==> src/rtl/seq_det_pkg.sv <==
// Shared types and helpers for the seq_detector_p serial pattern detector.
package seq_det_pkg;

    localparam int DEF_PAT_W = 4;
    localparam int DEF_CNT_W = 8;
    localparam int MAX_PAT_W = 32;

    // FILL: history not yet complete; ARMED: every accepted bit is compared.
    typedef enum logic {
        FILL  = 1'b0,
        ARMED = 1'b1
    } seq_det_state_e;

    // Masked compare; callers zero-extend their PAT_W-wide operands.
    function automatic logic pat_match(input logic [MAX_PAT_W-1:0] hist,
                                       input logic [MAX_PAT_W-1:0] pat,
                                       input logic [MAX_PAT_W-1:0] mask);
        return ((hist ^ pat) & mask) == '0;
    endfunction

endpackage

==> src/rtl/sat_counter.sv <==
// Saturating up-counter; a synchronous clear takes priority over increment.
module sat_counter #(
    parameter int W = 8
) (
    input  logic         clk,
    input  logic         rst_n,
    input  logic         inc,
    input  logic         clr,
    output logic [W-1:0] count
);

    logic [W-1:0] count_q;

    // Count register: clear wins, otherwise increment until all ones.
    always_ff @(posedge clk or negedge rst_n) begin
        if (!rst_n) begin
            count_q <= '0;
        end else if (clr) begin
            count_q <= '0;
        end else if (inc && (count_q != '1)) begin
            count_q <= count_q + 1'b1;
        end
    end

    assign count = count_q;

endmodule

==> src/rtl/seq_detector_p.sv <==
// Serial bit-pattern detector with runtime-loadable pattern, overlap mode
// and a saturating match counter. Optional macro SEQ_DET_MASK_EN adds a
// per-bit don't-care mask (cfg_mask) latched together with the pattern.
module seq_detector_p
    import seq_det_pkg::*;
#(
    parameter int               PAT_W   = DEF_PAT_W,
    parameter int               CNT_W   = DEF_CNT_W,
    parameter logic [PAT_W-1:0] RST_PAT = PAT_W'(4'b1011),
    parameter logic             RST_OVL = 1'b1
) (
    input  logic             clk,
    input  logic             rst_n,
    input  logic             sel,
    input  logic             sel_vld,
    input  logic             cfg_load,
    input  logic [PAT_W-1:0] cfg_pattern,
`ifdef SEQ_DET_MASK_EN
    input  logic [PAT_W-1:0] cfg_mask,
`endif
    input  logic             cfg_overlap,
    input  logic             clr_cnt,
    output logic             flag,
    output logic             armed,
    output logic [CNT_W-1:0] match_cnt
);

    localparam int               FILL_W    = $clog2(PAT_W + 1);
    localparam logic [FILL_W-1:0] FILL_FULL = FILL_W'(PAT_W);

    seq_det_state_e    state_q, state_d;
    logic [PAT_W-1:0]  hist_q, hist_d, hist_shift;
    logic [PAT_W-1:0]  pat_q, pat_d;
    logic [PAT_W-1:0]  mask_w;
    logic [FILL_W-1:0] fill_q, fill_d, fill_inc;
    logic              ovl_q, ovl_d;
    logic              flag_q, flag_d;
    logic              match;

`ifdef SEQ_DET_MASK_EN
    logic [PAT_W-1:0]  mask_q, mask_d;
    assign mask_w = mask_q;
`else
    assign mask_w = '1;
`endif

    // Next-state, history and match evaluation for one accepted bit.
    always_comb begin
        // NOTE: every signal gets a default first so no path leaves it unassigned (no latch).
        state_d    = state_q;
        hist_d     = hist_q;
        fill_d     = fill_q;
        pat_d      = pat_q;
        ovl_d      = ovl_q;
        flag_d     = 1'b0;
        match      = 1'b0;
`ifdef SEQ_DET_MASK_EN
        mask_d     = mask_q;
`endif
        hist_shift = {hist_q[PAT_W-2:0], sel};
        fill_inc   = (fill_q == FILL_FULL) ? fill_q : fill_q + 1'b1;

        if (cfg_load) begin
            // A load restarts detection; the bit offered this cycle is dropped.
            pat_d   = cfg_pattern;
            ovl_d   = cfg_overlap;
`ifdef SEQ_DET_MASK_EN
            mask_d  = cfg_mask;
`endif
            hist_d  = '0;
            fill_d  = '0;
            state_d = FILL;
        end else if (sel_vld) begin
            match  = (fill_inc == FILL_FULL) &&
                     pat_match(MAX_PAT_W'(hist_shift), MAX_PAT_W'(pat_q), MAX_PAT_W'(mask_w));
            flag_d = match;
            if (match && !ovl_q) begin
                // Non-overlapping: the next match needs PAT_W fresh bits.
                hist_d  = '0;
                fill_d  = '0;
                state_d = FILL;
            end else begin
                hist_d  = hist_shift;
                fill_d  = fill_inc;
                state_d = (fill_inc == FILL_FULL) ? ARMED : FILL;
            end
        end
    end

    // State, history, configuration and flag registers.
    always_ff @(posedge clk or negedge rst_n) begin
        if (!rst_n) begin
            state_q <= FILL;
            hist_q  <= '0;
            fill_q  <= '0;
            pat_q   <= RST_PAT;
            ovl_q   <= RST_OVL;
            flag_q  <= 1'b0;
`ifdef SEQ_DET_MASK_EN
            mask_q  <= '1;
`endif
        end else begin
            // NOTE: non-blocking assignments so all registers update from pre-edge values.
            state_q <= state_d;
            hist_q  <= hist_d;
            fill_q  <= fill_d;
            pat_q   <= pat_d;
            ovl_q   <= ovl_d;
            flag_q  <= flag_d;
`ifdef SEQ_DET_MASK_EN
            mask_q  <= mask_d;
`endif
        end
    end

    sat_counter #(
        .W (CNT_W)
    ) u_match_cnt (
        .clk   (clk),
        .rst_n (rst_n),
        .inc   (match),
        .clr   (clr_cnt),
        .count (match_cnt)
    );

    assign flag  = flag_q;
    assign armed = (state_q == ARMED);

endmodule

==> config.mk <==
export PLATFORM = sky130hd
export DESIGN_NAME = seq_detector_p
export DESIGN_NICKNAME = d
export VERILOG_FILES = /design/src/rtl/seq_det_pkg.sv /design/src/rtl/sat_counter.sv /design/src/rtl/seq_detector_p.sv
export SDC_FILE = /design/constraint.sdc
export NUM_CORES = 1
export LEC_CHECK = 0
export BUFFER_PORTS_ARGS = -buffer_cell sky130_fd_sc_hd__buf_2
export CAP_MARGIN = 15
export CORE_ASPECT_RATIO = 1.4
export CORE_UTILIZATION = 48
export CTS_CLUSTER_SIZE = 20
export DETAILED_ROUTE_END_ITERATION = 12
export GPL_TIMING_DRIVEN = 0
export PLACE_DENSITY = 0.75
export SYNTH_ARGS = -nofsm -noshare
export SYNTH_HDL_FRONTEND = slang
export SYNTH_SLANG_ARGS = --single-unit
==> constraint.sdc <==
create_clock -name clk -period 2 [get_ports clk]
set_input_delay 0.3 -clock clk [delete_from_list [all_inputs] [get_ports clk]]
set_output_delay 0.3 -clock clk [all_outputs]
set_load 0.02 [all_outputs]
**After elaboration in Yosys (flattened, before gate mapping)**

Cells that the tools add are included.

- Register bits: 21
- Input bits: 11
- Word-level logic and storage cells: 35
- Output and inout port bits: 10

- Bitwise logic cells: 1
- Reductions and logical operators: 7
- Muxes and demuxes: 15
- Eq/ne operators: 3
- Add/sub/neg operators: 2

Operators with widths:

| cell | number |
|---|---|
| 32-bit logical NOT | 1 |
| 3-bit two-way mux | 7 |
| 8-bit two-way mux | 2 |
| 8-bit by 1-bit adder with 8-bit output, second input constant | 1 |
| 8-bit != test, second input constant | 1 |
| 3-bit == test, second input constant | 2 |
| 1-bit two-way mux | 6 |
| 2-bit nonzero test | 2 |
| 4-bit XOR | 1 |
| 3-bit by 1-bit adder with 3-bit output, second input constant | 1 |
| 1-bit logical AND | 3 |
| 1-bit logical NOT | 1 |

**Longest topological paths before layout**

Gate-level depths: netlist (run 1).

- Depth in word-level cells: 9
- Gate-level depth with buffers: 7

**Hierarchy**

Synthesis (run 1) repeated with hierarchy kept, for this count alone.

- Cells, all modules: 111
- Area, all modules: 1136.1 um2

Modules (own cells, without submodules):

| module | times used | area each (um2) | cells an instance | sequential area each (um2) |
|---|---|---|---|---|
| seq_detector_p | 1 | 671.9 | 62 | 330.3 |
| sat_counter | 1 | 464.2 | 49 | 200.2 |

**Worst setup path after synthesis (run 1)**

Ideal clock, no wire load.

- Kind: flip-flop to flip-flop
- Start point: register fill_q[0]
- End point: register u_match_cnt.count_q[4], in the netlist u_match_cnt.count[4]
- Stages on the path, launching flop included: 8
- Data arrival time: 2.100 ns
- Setup slack: -0.224 ns
- Library setup time: 0.125 ns
- Cells stage by stage: dfrtp_1 > inv_1 > ha_1 > nor4b_1 > o21a_1 > o211ai_1 > nor4_1 > mux2_2

- Longest elaborated chain between the ends: 8
- Elaborated cells on any way between the ends: 9

Ends and longest elaborated chain:

| element | line | text |
|---|---|---|
| start: declaration | seq_detector_p.sv:35 | `logic [FILL_W-1:0] fill_q, fill_d, fill_inc;` |
| start signal: assignment | seq_detector_p.sv:106 | `fill_q <= fill_d;` |
| 3-bit by 1-bit adder with 3-bit output / 3-bit == test (equally long branches) | seq_detector_p.sv:61 | `fill_inc = (fill_q == FILL_FULL) ? fill_q : fill_q + 1'b1;` |
| 3-bit two-way mux (*) | seq_detector_p.sv:61 |  |
| 3-bit == test (*) | seq_detector_p.sv:74 | `match = (fill_inc == FILL_FULL) &&` |
| 1-bit logical AND (*) | seq_detector_p.sv:74 |  |
| 1-bit two-way mux (*) | seq_detector_p.sv:73 | `end else if (sel_vld) begin` |
| 1-bit two-way mux (*) | seq_detector_p.sv:63 | `if (cfg_load) begin` |
| 1-bit logical AND (*) | sat_counter.sv:20 | `end else if (inc && (count_q != '1)) begin` |
| 2-bit nonzero test (no source line) (*) | n/a |  |
| end signal: assignment | sat_counter.sv:21 | `count_q <= count_q + 1'b1;` |
| end: declaration | sat_counter.sv:12 | `logic [W-1:0] count_q;` |

Mark *: on every way between the ends. The rest lies on a longest branch, timed or not.
A chain may end at the register's enable or synchronous reset.

**Worst setup path in the final report (run 1)**

- Start point: register fill_q[0]
- End point: register u_match_cnt.count_q[2], in the netlist u_match_cnt.count[2]

Same word-level chain as after synthesis.

==> results of run 1 <==
==> power groups by stage <==
stage / logic (mW) / clock network [mW] / registers, mW
after global placement: 0.0902 / 0 / 0.467
final: 0.118 / 0.209 / 0.459
after CTS: 0.106 / 0.212 / 0.459
after global routing: 0.128 / 0.226 / 0.462
after detailed placement: 0.0953 / 0 / 0.467
after floorplan: 0.0658 / 0 / 0.464
==> repair_timing <==
item | 4_1_cts | 5_1_grt
hold buffers | 1 | 0
setup endpoints to repair | 9 | 12
resized for setup | 5 | 11
cloned | 0 | 0
buffers inserted | 15 | 1
endpoints found under the hold margin | 17 | 0
pin swaps | 11 | 7
==> layer usage <==
metal | global-route usage, % | wire length [microns]
met4 | 12.99 | 51
met2 | 42.42 | 1394
met1 | 23.82 | 1071
met5 | 0 | 0
met3 | 2.744 | 108
==> how the worst max path moves through the flow <==
stage / endpoint / slack, ps
4_1_cts: u_match_cnt.count[4] / -160
6_report: u_match_cnt.count[2] / -190
3_3_place_gp: u_match_cnt.count[4] / -230
3_5_place_dp: u_match_cnt.count[4] / -300
5_1_grt: u_match_cnt.count[2] / -280
2_1_floorplan: u_match_cnt.count[5] / -80
==> stage by stage <==
step | area, sq um | utilization, % | setup WS (ps) | setup TNS [ps]
3_5_place_dp | 1274 | 57.84 | -301.4 | -1341
5_1_grt | 1488 | 67.56 | -282.0 | -1850
4_1_cts | 1431 | 65.00 | -158.2 | -611.7
2_1_floorplan | 1156 | - | -76.25 | -122.1
6_report | 1488 | 67.56 | -190.0 | -885.0
3_3_place_gp | 1274 | 57.84 | -230.8 | -879.7
==> area by class of cell <==
cell class,instances,area (sq um),area share (%)
clock buffers,3,22.52,1.514
plain buffers,2,7.507,0.5046
clock inverters,1,5.005,0.3364
repair buffers,35,220.2,14.80
inverters,4,15.01,1.009
well taps,22,27.53,1.850
multi-input cells,74,653.1,43.90
flip-flops and latches,21,536.8,36.08
==> state kept, by name, indices dropped and copies added, names as in the netlist <==
name	flops
pat_q	4
ovl_q	1
armed	1
flag	1
hist_q	3
fill_q	3
u_match_cnt.count	8
==> placed cells by master (no fill, tap or decap), types with 2 or more instances in the layout <==
| cell | n |
|---|---|
| a21oi_1 | 4 |
| mux2_2 | 7 |
| a21oi_2 | 2 |
| clkbuf_4 | 3 |
| nor4_2 | 2 |
| nor2b_1 | 4 |
| xor2_1 | 4 |
| nor2_1 | 6 |
| dfrtp_1 | 12 |
| a22o_1 | 4 |
| nand2_1 | 4 |
| o21a_1 | 2 |
| or4_1 | 3 |
| nor4b_4 | 2 |
| ha_4 | 2 |
| dfrtp_2 | 5 |
| buf_2 | 18 |
| inv_1 | 2 |
| inv_2 | 2 |
| o31ai_1 | 2 |
| buf_4 | 16 |
| dfstp_2 | 4 |
==> critical path, cell delays in order, from the launching register on <==
cell	delay [ps]
dfrtp_1	420
inv_2	80
ha_4	270
nor4b_4	240
o21a_1	190
o211ai_1	200
buf_4	210
or4_4	410
a21oi_2	120
==> synthesized netlist by cell type, types with 2 or more instances <==
library cell	number	area (sq um)
dfrtp_1	17	425.4
mux2_2	7	78.83
nor2_1	7	26.28
a21oi_1	6	30.03
a22o_1	4	35.03
dfstp_2	4	105.1
inv_1	4	15.01
nand2_1	4	15.01
nor2b_1	4	25.02
or4_1	4	30.03
xor2_1	4	35.03
ha_1	3	37.54
o31ai_1	3	22.52
nor4_1	2	12.51
o21a_1	2	15.01
o21ai_0	2	10.01
==> logic make-up (layout without fill, tap and decap cells) <==
logic type / after synthesis / count (layout) / synth area share [%]
compound gates: 24 / 24 / 15.04
xor+xnor: 5 / 5 / 3.872
fa+ha+maj: 3 / 3 / 3.319
buf+inv: 7 / 45 / 2.986
flops: 21 / 21 / 46.90
mux: 7 / 7 / 6.969
simple gates: 35 / 35 / 20.91
==> impl_metrics.toml, run 1 <==
[run]
cap_violations = 0

[clocking]
h-tree-depth = 1
cts_buffers = 3
clk_pin_slew_ps = 120
clockRootBuffer = "clkbuf_4"
cts.sinks = 21
clk_path_buf_depth = 2
cts_tree = "done"
insertion_delay_ps = 320

[timing]
final-setup-viol-count = 8
skew_ps = 6.275
period_share_pct = 109.5
whs_ps = 207.2
finalMaxSlewViolations = 0
tightest_slew_ps = 470.7
relSlewSlack_pct = 68.62
finalWorstSetupSlack_ps = -190.0
fmax_mhz = 456.6
finalCriticalPeriod_ps = 2190
hold_viol_final = 0
rsz0062_at_grt = "yes"

[setup_path]
start_kind = "register"
r2r_slack_ps = -190
cp_data_arrival_time_ps = 2450
crit_fanout = 3
r2r-start = "fill_q[0]"
cp-end-kind = "register"
r2r-end = "u_match_cnt.count[2]"
crit_start = "fill_q[0]"
r2r_cells = 8
cp.required_ps = 2260
worst-setup-path-type = "reg -> reg"

[die]
num_rows = 20
die_h_microns = 59.44
die_area_sq_um = 2557
start_util_pct = 51.36
core_region_area_sq_um = 2202
die_x_microns = 43.03
io_pins = 21

[drt]
first_iter_violations = 44
ant_nets = 0
dr.pass1.iters = 4
drc = 0
route.detailed.wl_per_inst_microns = 16.21
viasPerCell = 6.062
vias = 982
wl_mm = 2.626

[power]
power_mw = 0.7863
cellPowerDensity_nw_per_um2 = 528.5
sw_frac_of_total_pct = 26.18
leakage_nw = 0.6508
clockPowerShare_pct = 26.6
ir_worst_vdd_mv = 0.3611
seqPwrFrac_pct = 58.4
comb_power_share_pct = 15.1
p_sw_mw = 0.2058
intPower_mw = 0.5805

[global_routing]
grt_overflow = 0
grt_pass1_vias = 1009
grt_max_degree = 22
track_usage_pct = 22.62
grt_pass1_wl_mm = 4.347
antenna_found_initial = 0

[placement]
hpwl_mm = 1.615
dp_cells = 142
numPortBuffers = 18
place_congestion = 0.8453

[synthesis]
synthCells = 102
ys.flop_type = "dfrtp_1"
syn_area_per_cell_sq_um = 11.09
yosysUniqueCellTypes = 41
synth_edf_count = 0
yosysWarnings = 0
ys_seq_area_share_pct = 46.90
synth_nets = 116
async_flop_share_pct = 100.0
synth-seq-cells = 21
syn-cell-area_sq_um = 1131

[worst_hold_path]
hold_start = "cfg_pattern[1]"
hold_depth = 2
hold_path.class = "in -> reg"
hold_end = "pat_q[1]"

[status]
violations = "setup timing"
status = "finished with violations"

[cells_and_area]
n_antenna_cell = 0
syn2layout_area_growth_pct = 31.53
drive_above_1_share_pct = 52.86
nFillCells = 169
fin_nets = 155
final_cells = 162
No activity file was read; power rests on OpenSTA's default activity.
==> run 2, diff against run 1 <==
--- a/config.mk
+++ b/config.mk
@@ -8,11 +8,10 @@
 export BUFFER_PORTS_ARGS = -buffer_cell sky130_fd_sc_hd__buf_2
 export CAP_MARGIN = 15
 export CORE_ASPECT_RATIO = 1.4
-export CORE_UTILIZATION = 48
-export CTS_CLUSTER_SIZE = 20
+export CORE_UTILIZATION = 58
 export DETAILED_ROUTE_END_ITERATION = 12
 export GPL_TIMING_DRIVEN = 0
-export PLACE_DENSITY = 0.75
+export PLACE_DENSITY = 0.85
 export SYNTH_ARGS = -nofsm -noshare
 export SYNTH_HDL_FRONTEND = slang
 export SYNTH_SLANG_ARGS = --single-unit
==> constraint.sdc (replaced) <==
create_clock -name clk -period 2.7 [get_ports clk]
set_input_delay 0.405 -clock clk [delete_from_list [all_inputs] [get_ports clk]]
set_output_delay 0.405 -clock clk [all_outputs]
set_load 0.02 [all_outputs]
==> run 2 against run 1 <==
  * The run now ends clean
  * First-iteration DRC count is 70% lower
  * Non-clock buffer count is 13 lower
  * Utilization is 4.7 points higher
  * Clock skew hardly changed
  * Sequential cell count stayed put
  * Sequential share of layout area is 4.6 points higher
  * Combinational power is 45% lower
  * Worst hold slack worse by 170 ps
  * Critical path depth is 1 lower
  * Critical path type unchanged
==> impl_metrics.toml, run 2 (same netlist as run 1, synthesis figures left out) <==
[drt]
vias = 925
viasPerCell = 6.293
wl_mm = 2.324
drc = 0
first_iter_violations = 13
route.detailed.wl_per_inst_microns = 15.81
ant_nets = 0
dr.pass1.iters = 4

[timing]
setup_tns_ps = 0
finalMaxSlewViolations = 0
skew_ps = 6.511
final-setup-viol-count = 0
period_share_pct = 93.01
relSlewSlack_pct = 63.07
tightest_slew_ps = 551.5
fmax_mhz = 398.2
rsz0062_at_grt = "no"
hold_viol_final = 0
finalCriticalPeriod_ps = 2511

[die]
die_area_sq_um = 2133
io_pins = 21
start_util_pct = 62.78
core_region_area_sq_um = 1802
die_h_microns = 54.25
num_rows = 18
die_x_microns = 39.32

[cells_and_area]
syn2layout_area_growth_pct = 15.15
fin_nets = 142
largest_reg_flops = 8
n_antenna_cell = 0
final_cell_mix = "18 x buf_2, 17 x dfrtp_1, 7 x nor2_1, 7 x mux2_2, 6 x a21oi_1"
final_common_cell = "buf_2"
drive_above_1_share_pct = 36.22

[setup_path]
r2r-start = "fill_q[0]"
crit_start = "fill_q[0]"
cpPeakStageDelay_ps = 420
cp-endpoint = "u_match_cnt.count[4]"
start_kind = "register"
cp-end-kind = "register"
crit_fanout = 7
cp_data_arrival_time_ps = 2710
cp.required_ps = 2900
path_cells = "inv_1 -> ha_1 -> nor4b_1 -> o21a_1 -> o211ai_1 -> nor4_2 -> mux2_2"
r2r_slack_ps = 190
worst-setup-path-type = "reg -> reg"
r2r_cells = 7
crit_cells = 7
crit_slowest_cell = "dfrtp_1"
critPathTopFamily = "simple AND/OR/NAND/NOR gates"
crit_buf_inv = 1
r2r-end = "u_match_cnt.count[4]"

[global_routing]
grt_pass1_vias = 833
antenna_found_initial = 0
grt_pass1_wl_mm = 3.498
track_usage_pct = 24.36
grt_overflow = 0
grt_max_degree = 22

[placement]
numPortBuffers = 18
hpwl_mm = 1.629
place_congestion = 0.6921

[status]
status = "complete, no violations"

[power]
cellPowerDensity_nw_per_um2 = 426.0
leakage_nw = 0.5849
power_mw = 0.5548
ir_worst_vdd_mv = 0.4813

[run]
cap_violations = 0

[clocking]
insertion_delay_ps = 300
h-tree-depth = 1
clk_pin_slew_ps = 120
cts_tree = "done"
clk_path_buf_depth = 2
cts_buffers = 3
ctsHoldBuffers = 0
clockRootBuffer = "clkbuf_4"
cts.sinks = 21

[worst_hold_path]
hold_path.class = "in -> async"
## run 2: cell count changes in the layout (fill, tap and decap cells not counted), sizes merged
cell	before	now
buf	35	23
dlygate4sd3	1	0
## run 2: what timing repair did
action / 4_1_cts / 5_1_grt
setup buffers: 0 / 3
resized for setup: 0 / 1
endpoints found under the setup margin: 0 / 1
## run 2: final cells by class
cell class,count,area [sq um]
Tap cell,20,25.02
Timing Repair Buffer,21,112.6
Multi-Input combinational cell,74,573.1
Buffer,3,18.77
Fill cell,142,499.2
Clock buffer,3,22.52
Inverter,4,15.01
Clock inverter,1,5.005
Sequential cell,21,530.5
## run 2: worst min-delay path by stage
stage               slack (ps)  startpoint                    to  depth (start not counted)
floorplan                  110       rst_n                 armed                          0
global placement           380       rst_n  u_match_cnt.count[3]                          1
detailed placement         390       rst_n  u_match_cnt.count[2]                          1
CTS                         40       rst_n  u_match_cnt.count[3]                          1
global route                60       rst_n  u_match_cnt.count[4]                          1
finish                      40       rst_n  u_match_cnt.count[3]                          1
## run 2: metrics by stage
stage / cell area, sq um / hold slack (ps) / setup WS, ps / util (%) / cells
after global placement: 1246 / 377.8 / 258.3 / 69.17 / 140
after CTS: 1274 / 39.04 / 86.54 / 70.69 / 144
after floorplan: 1131 / 109.4 / 475.6 / - / 102
final: 1303 / 35.29 / 188.7 / 72.29 / 147
after detailed placement: 1246 / 387.1 / 141.4 / 69.17 / 140
after global routing: 1303 / 64.63 / 7.201 / 72.29 / 147
## run 2: layer usage
layer / part of all wire, % / track usage [%]
met1: 40 / 26.50
met2: 56 / 45.00
met3: 2.5 / 4.065
met4: 1.2 / 10.34
met5: 0 / 0
## run 2: power breakdown
part           total, mW  internal [mW]  switching [mW]  leakage (nW)
combinational     0.0644         0.0286          0.0358         0.292
clock              0.150         0.0553          0.0950        0.0177
sequential         0.340          0.331         0.00930         0.275
==> run 3, diff against run 2 <==
--- a/config.mk
+++ b/config.mk
@@ -7,7 +7,7 @@
 export LEC_CHECK = 0
 export BUFFER_PORTS_ARGS = -buffer_cell sky130_fd_sc_hd__buf_2
 export CAP_MARGIN = 15
-export CORE_ASPECT_RATIO = 1.4
+export CORE_ASPECT_RATIO = 1.1
 export CORE_UTILIZATION = 58
 export DETAILED_ROUTE_END_ITERATION = 12
 export GPL_TIMING_DRIVEN = 0
==> run 3 against run 2 <==
  * Register-to-register slack barely moved
  * Routed wire length fell by 4.4%
  * Critical path depth did not move
  * Clock skew rose by 2.2 ps
  * Non-clock buffer count fell by 3
==> impl_metrics.toml, run 3 (same netlist as run 1, synthesis figures left out) <==
[cells_and_area]
n_antenna_cell = 0
drive_above_1_share_pct = 34.68
final_common_cell = "buf_2"
largest_reg_flops = 8
fin_nets = 139
syn2layout_area_growth_pct = 12.94
final_cell_mix = "18 x buf_2, 17 x dfrtp_1, 7 x nor2_1, 7 x mux2_2, 6 x a21oi_1"
fin_area_sq_um = 1277

[drt]
viasPerCell = 6.366
wl_mm = 2.221
ant_nets = 0
vias = 904
first_iter_violations = 9
dr.pass1.iters = 4
route.detailed.wl_per_inst_microns = 15.64
drc = 0

[power]
cellPowerDensity_nw_per_um2 = 433.3
ir_worst_vdd_mv = 0.3700
power_mw = 0.5536
leakage_nw = 0.5725

[global_routing]
grt_overflow = 0
grt_pass1_vias = 860
track_usage_pct = 23.06
grt_pass1_wl_mm = 3.726
antenna_found_initial = 0
grt_max_degree = 22

[timing]
finalCriticalPeriod_ps = 2519
finalMaxSlewViolations = 0
rsz0062_at_grt = "no"
hold_viol_final = 0
tightest_slew_ps = 708.2
final-setup-viol-count = 0
setup_tns_ps = 0
skew_ps = 8.686
fmax_mhz = 396.9
relSlewSlack_pct = 52.58
period_share_pct = 93.31

[clocking]
clk_path_buf_depth = 2
insertion_delay_ps = 300
cts.sinks = 21
ctsResizeCount = 0
cts_tree = "done"
postCtsSetupBuffers = 0
clk_pin_slew_ps = 120
h-tree-depth = 1
cts_buffers = 3
ctsHoldBuffers = 0
clockRootBuffer = "clkbuf_4"

[setup_path]
cp.required_ps = 2890
cp_data_arrival_time_ps = 2710
r2r_cells = 7
cp-end-kind = "register"
path_cells = "inv_1 -> ha_1 -> nor4b_1 -> o21a_1 -> o211ai_1 -> nor4_2 -> mux2_2"
crit_slowest_cell = "dfrtp_1"
cpPeakStageDelay_ps = 440
crit_fanout = 9
start_kind = "register"
worst-setup-path-type = "reg -> reg"

[run]
cap_violations = 0

[status]
status = "complete, no violations"

[die]
die_x_microns = 44.11
num_rows = 16
io_pins = 21
die_h_microns = 48.32
start_util_pct = 62.78
core_region_area_sq_um = 1802
die_area_sq_um = 2131

[worst_hold_path]
hold_path.class = "in -> async"

[placement]
numPortBuffers = 18
place_area_sq_um = 1244
hpwl_mm = 1.567
place_congestion = 0.7841
[run 3: final timing paths]
check / start / end / slack, ps
worst max-delay path: fill_q[0] / u_match_cnt.count[4] / 180
worst min-delay path: rst_n / flag / 30
worst max register to register: fill_q[0] / u_match_cnt.count[4] / 180
worst min register to register: u_match_cnt.count[7] / u_match_cnt.count[7] / 540
max in group asynchronous: rst_n / pat_q[0] / 2320
min in group clk: cfg_pattern[2] / pat_q[2] / 340
[run 3: power breakdown]
part	leakage (nW)	switching, mW	internal, mW	total, mW
logic	0.280	0.0352	0.0285	0.0636
registers	0.275	0.00979	0.331	0.341
clock network	0.0177	0.0942	0.0551	0.149
[run 3: routing by layer]
metal / share of wire (%) / wire (microns) / up-vias / track usage [%]
met5: 0 / 0 / - / 0
met4: 0 / 0 / 0 / 7.576
met3: 2.7 / 59 / 0 / 2.239
met2: 54 / 1196 / 15 / 41.18
met1: 43 / 966 / 463 / 28.15
li1: - / - / 426 / -
[run 3: worst max-delay path, delay by kind of cell, from the launching register on]
family | cells | cell delay, ps
and+or+nand+nor | 2 | 670
AOI/OAI and AO/OA | 2 | 490
DFF | 1 | 440
muxes | 1 | 360
adders and majority gates | 1 | 350
buffers and inverters | 1 | 120
[run 3: final cells by class]
class / count / area [sq um]
tap: 18 / 22.52
clock inverter: 1 / 5.005
inverter: 4 / 15.01
buffer: 3 / 18.77
timing repair buffer: 18 / 90.09
clock buffer: 3 / 22.52
fill: 145 / 524.3
multi-input combinational: 74 / 573.1
sequential: 21 / 530.5
[run 3: stage by stage]
stage	util [%]	instances	hold slack, ps	setup slack, ps
3_3_place_gp	69.03	138	378.5	239.1
2_1_floorplan	-	102	109.4	475.6
6_report	70.90	142	29.51	180.6
3_5_place_dp	69.03	138	378.4	151.5
5_1_grt	70.90	142	56.43	8.525
4_1_cts	70.56	142	42.99	117.4
